<file path="src/rtl/tcs3200_color_classifier.sv">
// TCS3200 colour classifier: cycles the filter select through R/G/B/C, counts OUT pulses per gate window,
// and publishes a one-hot colour per round. Define COLOR_STABLE_EN to require STABLE_COUNT matching rounds.
module tcs3200_color_classifier #(
    parameter int GATE_CYCLES   = 50000,
    parameter int SETTLE_CYCLES = 500,
    parameter int CNT_W         = 16,
    parameter int MIN_CLEAR     = 100,
    parameter int MARGIN        = 8,
    parameter int STABLE_COUNT  = 3
) (
    input  logic       clk,
    input  logic       reset,
    input  logic       enable,
    input  logic       sensor_out,
    output logic [1:0] s2s3,
    output logic [2:0] color,
    output logic       color_valid,
    output logic       busy
);

    localparam int TMR_MAX = (GATE_CYCLES > SETTLE_CYCLES) ? GATE_CYCLES : SETTLE_CYCLES;
    localparam int TMR_W   = $clog2(TMR_MAX + 1);
    localparam logic [TMR_W-1:0] GATE_LAST   = TMR_W'(GATE_CYCLES - 1);
    localparam logic [TMR_W-1:0] SETTLE_LAST = TMR_W'(SETTLE_CYCLES - 1);
    localparam logic [CNT_W-1:0] CNT_MAX     = '1;
    localparam logic [CNT_W-1:0] MIN_CLEAR_C = CNT_W'(MIN_CLEAR);
    localparam logic [CNT_W-1:0] MARGIN_C    = CNT_W'(MARGIN);

    typedef enum logic [3:0] {
        IDLE, SET_R, GATE_R, SET_G, GATE_G, SET_B, GATE_B, SET_C, GATE_C, CLASSIFY
    } state_t;

    state_t           state, state_nxt;
    logic [TMR_W-1:0] tmr;
    logic             sync_p0, sync_p1, sync_p2;
    logic             rise;
    logic             is_set, is_gate, last_set, last_gate, fire;
    logic [CNT_W-1:0] edge_cnt, gate_val;
    logic [CNT_W-1:0] cnt_r, cnt_g, cnt_b, cnt_c;
    logic [2:0]       raw_color;

    function automatic logic [CNT_W-1:0] sat_inc(input logic [CNT_W-1:0] v);
        sat_inc = (v == CNT_MAX) ? v : v + CNT_W'(1);
    endfunction

    // Exact ties fall out as "ambiguous" because top - second is then 0 < MARGIN.
    function automatic logic [2:0] classify(input logic [CNT_W-1:0] r, input logic [CNT_W-1:0] g,
                                            input logic [CNT_W-1:0] b, input logic [CNT_W-1:0] c);
        logic [CNT_W-1:0] top, second;
        logic [2:0]       hot;
        if (r >= g && r >= b) begin
            top = r; second = (g >= b) ? g : b; hot = 3'b001;
        end else if (g >= b) begin
            top = g; second = (r >= b) ? r : b; hot = 3'b010;
        end else begin
            top = b; second = (r >= g) ? r : g; hot = 3'b100;
        end
        if (c < MIN_CLEAR_C || (top - second) < MARGIN_C)
            classify = 3'b000;
        else
            classify = hot;
    endfunction

    // Stage p0/p1: metastability synchronizer; p2: previous sample for edge detect
    always_ff @(posedge clk or posedge reset) begin
        if (reset) begin
            sync_p0 <= 1'b0;
            sync_p1 <= 1'b0;
            sync_p2 <= 1'b0;
        end else begin
            sync_p0 <= sensor_out;
            sync_p1 <= sync_p0;
            sync_p2 <= sync_p1;
        end
    end

    assign rise      = sync_p1 & ~sync_p2;
    assign is_set    = (state == SET_R) || (state == SET_G) || (state == SET_B) || (state == SET_C);
    assign is_gate   = (state == GATE_R) || (state == GATE_G) || (state == GATE_B) || (state == GATE_C);
    assign last_set  = is_set && (tmr == SETTLE_LAST);
    assign last_gate = is_gate && (tmr == GATE_LAST);
    assign fire      = (state == CLASSIFY) && enable;
    assign gate_val  = rise ? sat_inc(edge_cnt) : edge_cnt;
    assign raw_color = classify(cnt_r, cnt_g, cnt_b, cnt_c);

    always_ff @(posedge clk or posedge reset) begin
        if (reset)
            state <= IDLE;
        else
            state <= state_nxt;
    end

    always_comb begin
        state_nxt = state;
        s2s3      = 2'b00;
        busy      = (state != IDLE);
        case (state)
            SET_G, GATE_G:          s2s3 = 2'b11;
            SET_B, GATE_B:          s2s3 = 2'b01;
            SET_C, GATE_C, CLASSIFY: s2s3 = 2'b10;
            default:                s2s3 = 2'b00;
        endcase
        if (state != IDLE && !enable) begin
            state_nxt = IDLE;
        end else begin
            case (state)
                IDLE:     if (enable)    state_nxt = SET_R;
                SET_R:    if (last_set)  state_nxt = GATE_R;
                GATE_R:   if (last_gate) state_nxt = SET_G;
                SET_G:    if (last_set)  state_nxt = GATE_G;
                GATE_G:   if (last_gate) state_nxt = SET_B;
                SET_B:    if (last_set)  state_nxt = GATE_B;
                GATE_B:   if (last_gate) state_nxt = SET_C;
                SET_C:    if (last_set)  state_nxt = GATE_C;
                GATE_C:   if (last_gate) state_nxt = CLASSIFY;
                CLASSIFY: state_nxt = SET_R;
                default:  state_nxt = IDLE;
            endcase
        end
    end

    always_ff @(posedge clk or posedge reset) begin
        if (reset)
            tmr <= '0;
        else if (state_nxt != state || state == IDLE)
            tmr <= '0;
        else
            tmr <= tmr + TMR_W'(1);
    end

    // The final gate cycle's edge is folded into the stored count, then the counter restarts from 0.
    always_ff @(posedge clk or posedge reset) begin
        if (reset) begin
            edge_cnt <= '0;
            cnt_r    <= '0;
            cnt_g    <= '0;
            cnt_b    <= '0;
            cnt_c    <= '0;
        end else begin
            edge_cnt <= (is_gate && !last_gate && enable) ? gate_val : '0;
            if (last_gate && enable) begin
                case (state)
                    GATE_R:  cnt_r <= gate_val;
                    GATE_G:  cnt_g <= gate_val;
                    GATE_B:  cnt_b <= gate_val;
                    default: cnt_c <= gate_val;
                endcase
            end
        end
    end

`ifdef COLOR_STABLE_EN
    localparam int RUN_W = $clog2(STABLE_COUNT + 1);
    localparam logic [RUN_W-1:0] RUN_MAX = RUN_W'(STABLE_COUNT);

    logic [2:0]       prev_raw;
    logic [RUN_W-1:0] run_cnt, run_nxt;

    // A zero run count means no history, so the first round always starts a run of one.
    always_comb begin
        run_nxt = RUN_W'(1);
        if (run_cnt != '0 && raw_color == prev_raw)
            run_nxt = (run_cnt == RUN_MAX) ? run_cnt : run_cnt + RUN_W'(1);
    end

    always_ff @(posedge clk or posedge reset) begin
        if (reset) begin
            prev_raw <= 3'b000;
            run_cnt  <= '0;
        end else if (!enable) begin
            prev_raw <= 3'b000;
            run_cnt  <= '0;
        end else if (fire) begin
            prev_raw <= raw_color;
            run_cnt  <= run_nxt;
        end
    end

    always_ff @(posedge clk or posedge reset) begin
        if (reset) begin
            color       <= 3'b000;
            color_valid <= 1'b0;
        end else begin
            color_valid <= fire;
            if (fire && run_nxt == RUN_MAX)
                color <= raw_color;
        end
    end
`else
    always_ff @(posedge clk or posedge reset) begin
        if (reset) begin
            color       <= 3'b000;
            color_valid <= 1'b0;
        end else begin
            color_valid <= fire;
            if (fire)
                color <= raw_color;
        end
    end
`endif

endmodule

</file>
<file path="config.mk">
export PLATFORM = sky130hd
export DESIGN_NAME = tcs3200_color_classifier
export DESIGN_NICKNAME = d
export VERILOG_FILES = /design/src/rtl/tcs3200_color_classifier.sv
export SDC_FILE = /design/constraint.sdc
export NUM_CORES = 1
export LEC_CHECK = 0
export BUFFER_PORTS_ARGS = -buffer_cell sky130_fd_sc_hd__buf_2
export CAP_MARGIN = 20
export CORE_ASPECT_RATIO = 2
export CORE_MARGIN = 2
export CORE_UTILIZATION = 30
export DETAILED_ROUTE_END_ITERATION = 10
export PLACE_DENSITY_LB_ADDON = 0.2
export SYNTH_ARGS = -nofsm -noshare
export SYNTH_HDL_FRONTEND = slang
export SYNTH_SLANG_ARGS = --single-unit
</file>
<file path="constraint.sdc">
create_clock -name clk -period 7.2 [get_ports clk]
set_input_delay 1.08 -clock clk [delete_from_list [all_inputs] [get_ports clk]]
set_output_delay 1.08 -clock clk [all_outputs]
set_load 0.01 [all_outputs]
</file>
==> results by group <==
Drt
  • Vias per cell: 5.24
  • Drt drc: 0
  • Vias: 5922
  • Wirelength, routed: 20100 um
  • Pre-antenna DRT Iters: 5
  • Initial DRC Count: 306
  • WL/cell: 17.7 um
  • Antenna viol nets, final: 0

Synthesis
  • Number of synthesized flops with an enable pin: 0
  • Area contributors post-synth: dfrtp_1 (37%), ha_1 (11%), o21ai_0 (6.9%)
  • Yosys reg bits: 105
  • Syn_nets: 915
  • XOR/XNOR share of the synthesized area: 4.47%
  • Leading area contributor after synthesis: dfrtp_1
  • Adder-Cell Fraction of Synth Area: 11.5%
  • Simple-Gate Fraction of Synth Area: 21.1%
  • Synthesized area: 7050 um2
  • Main combinational cell family by area after synthesis: simple AND/OR/NAND/NOR gates
  • Ys async rst share: 100%
  • Seq/Total Area, Yosys: 37.2%
  • Top FF cell, synth: dfrtp_1
  • Fraction of synthesized cell area taken by the top area cell type: 37.2%
  • Mux cell area share after synthesis: 0.568%
  • Synth unique cells: 67
  • Mean post-synth cell area: 8.33 um2
  • Gate Count Post-Synth: 847
  • Synth Area in Compound Gates: 20.7%
  • Yosys warning count: 0

Clock network
  • CTS Buf Count: 9
  • Clock sinks: 105
  • CTS max path bufs: 2
  • Clock latency at the later pin of the worst-skew pair: 0.37 ns
  • H-tree depth: 3
  • CTS clk-pin slew, worst paths: 0.08 ns
  • Post_cts resized: 0
  • Cts hold-fix bufs: 0
  • Root buf cell: clkbuf_16
  • Postcts setup bufs: 0
  • Clock tree from TritonCTS: built

Critical path
  • Critical-path maximum fanout: 14
  • Critical Path Slowest Stage Cell: a2111oi_1
  • Crit path max-delay family: compound AO/OA/AOI/OAI gates
  • Bufs and invs on worst path: 2
  • Worst-path cell chain: inv_1 -> ha_1 -> nand2b_1 -> a2111oi_1 -> nand4b_1 -> and3_1 -> nor2_1 -> a21oi_1 -> buf_4 -> o22a_1 -> o21ai_0 -> ha_1 -> a21oi_1 -> o21ai_0 -> a21oi_1 -> o21ai_0 -> a211o_1 -> a211o_1 -> a221oi_2 -> nand4_1 -> nor4_2 -> o21ai_1
  • CP startpoint kind: register
  • Endpoint class of the critical path: register
  • R2R Path Start: cnt_r[0]
  • CP arrival: 6.48 ns
  • Worst EP required: 7.45 ns
  • Crit path from: cnt_r[0]
  • Crit-path max cell delay: 1.06 ns
  • CP Class: reg -> reg

Placed design
  • Placer's final routability congestion estimate: 0.878
  • DP HPWL: 15800 um
  • Port Buf Inserts: 10

Global route
  • Total GRT Usage: 16.7%
  • Vias in the first global route: 6104
  • Largest net degree at the start of global routing: 72
  • First-pass GRT wire length: 32200 um
  • Antenna violations before repair: 0
  • Remaining global-route overflow: 0

Floorplanning
  • Chip height: 221 um
  • Core ar.: 23200 um2
  • Std cell rows: 79
  • DIE AREA: 24800 um2
  • Die Width: 112 um
  • Initial Utilization: 30.4%
  • IO Pins: 11

STA
  • # setup viols final: 0
  • Actual slew at the worst max-slew pin: 1.20 ns
  • Setup TNS: 0 ns
  • Final period util: 86.6%
  • Fin crit period: 6.24 ns
  • Max Clk Rate: 160 MHz
  • Final Hold Viols: 0
  • Max-slew headroom: 19.8%
  • Max Slew Vio Count: 0
  • Worst Skew: 0.0182 ns
  • Unrepaired setup endpoints after global routing: no

Power
  • Static Leakage: 3.43 nW
  • Power per cell area: 147 nW/um2
  • Final Power: 0.00113 W
  • Maximum VDD drop: 104 uV

Status
  • Status: complete, no violations

Finish
  • P&R area growth vs syn: 9.45%
  • Final core occ: 33.2%
  • Fill cells: 2450
  • Nets: 911
  • N_diodes: 0
  • Layout cell share with drive strength beyond 1: 6.13%

Job
  • Max_cap viols: 0

Hold path
  • Worst hold path startpoint: sync_p0
  • Worst min path class: reg -> reg
## cell type report
class                           instances  area (um2)  area share (%)
Timing Repair Buffer                   21         133            1.72
Clock buffer                            9         225            2.92
Sequential cell                       105        2630            34.0
Tap cell                              283         354            4.59
Inverter                               48         183            2.37
Clock inverter                          7        87.6            1.13
Multi-Input combinational cell        658        4110            53.2
## worst paths after layout
| path | cells past startpoint | slack [ns] | endpoint |
|---|---|---|---|
| worst max-delay path | 22 | 0.96 | color[1] |
| worst min-delay path | 0 | 0.35 | sync_p1 |
| worst max register to register | 22 | 0.96 | color[1] |
| worst min register to register | 0 | 0.35 | sync_p1 |
| max in group asynchronous | 3 | 5.16 | state[3] |
| min in group asynchronous | 2 | 0.73 | cnt_b[3] |
## placed cells by master (no fill, tap or decap), types with 4 or more instances in the layout
| cell type | netlist | final |
|---|---|---|
| nor4_1 | 5 | 5 |
| nor2_1 | 91 | 91 |
| o22a_1 | 14 | 14 |
| nand3_1 | 25 | 25 |
| or3_1 | 6 | 6 |
| buf_4 | 0 | 11 |
| xor2_1 | 21 | 21 |
| clkbuf_16 | 0 | 9 |
| a21oi_1 | 68 | 68 |
| and3_1 | 14 | 14 |
| inv_1 | 48 | 47 |
| nor3_1 | 8 | 8 |
| ha_1 | 64 | 64 |
| a31oi_1 | 6 | 6 |
| o31ai_1 | 4 | 4 |
| nand2_1 | 117 | 117 |
| a21o_1 | 12 | 12 |
| o21ai_0 | 97 | 97 |
| nand2b_1 | 11 | 11 |
| dfrtp_1 | 105 | 105 |
| mux2i_1 | 4 | 4 |
| xnor2_1 | 15 | 15 |
| nand4_1 | 10 | 10 |
| buf_2 | 1 | 10 |
## state kept, by name, summed over array words and instances (netlist names), 3 cells and up
name / flops
cnt_b: 16
cnt_g: 16
cnt_r: 16
edge_cnt: 16
tmr: 16
cnt_c: 14
state: 4
color: 3
## logic make-up (layout without fill, tap and decap cells)
family / count (synthesis) / after routing
AO/OA/AOI/OAI: 237 / 237
XOR/XNOR: 36 / 36
adder cells (fa/ha/maj): 65 / 65
buffers and inverters: 84 / 85
flip-flops: 105 / 105
multiplexers: 4 / 4
AND/OR/NAND/NOR: 316 / 316
## power breakdown
group / total [W] / internal, W / switching (W)
sequential: 0.000592 / 0.000591 / 0.00000147
clock: 0.000522 / 0.000276 / 0.000246
combinational: 0.0000203 / 0.00000310 / 0.0000172
## stage by stage
step                worst slack (ns)  cells  hold slack (ns)  instance area, um2
floorplan                       2.14    847            0.331                7050
detailed placement              1.06   1115            0.340                7410
global placement               0.843   1115            0.334                7410
CTS                            0.997   1131            0.358                7720
global route                   0.689   1131            0.363                7720
finish                         0.962   1131            0.355                7720
## routing by layer
layer / routed length [um] / global-route usage [%] / share of wire, % / vias up
met5: 0 / 0 / 0 / -
met2: 11500 / 33.0 / 57 / 90
met1: 7090 / 16.1 / 35 / 2826
li1: - / - / - / 2965
met4: 973 / 9.09 / 4.8 / 0
met3: 481 / 2.14 / 2.4 / 41
## worst reg2reg max path: cells and delay by family, from the launching register on
kind                       cells  cell delay [ns]
buffers and inverters          2             0.33
DFF                            1             0.40
and+or+nand+nor                6             1.50
adders and majority gates      2             0.65
AOI/OAI and AO/OA             12             3.23
## Yosys cell counts (2+ instances only)
cell type,instances
a211o_1,3
or2_2,3
nor4_1,5
o31ai_1,4
nor2b_1,3
nor3b_1,2
o41ai_1,2
buf_1,3
a41oi_1,2
nand3_1,25
and4_1,2
xnor2_1,15
nand2b_1,11
a21oi_1,68
nor3_1,8
inv_1,48
nor2_1,91
mux2i_1,4
nor4_2,2
a31oi_1,6
xor2_1,21
and2_1,3
and3_1,14
a211oi_1,2
o21bai_1,3
dfrtp_1,105
nand3b_1,2
nand2_1,117
nand4b_1,3
ha_1,64
o21ai_0,97
or3_1,6
o21a_1,3
a22oi_1,2
clkbuf_1,32
a21o_1,12
nand4_1,10
nor4bb_1,2
o22a_1,14
Note: power is estimated with default switching activity, not from simulation.
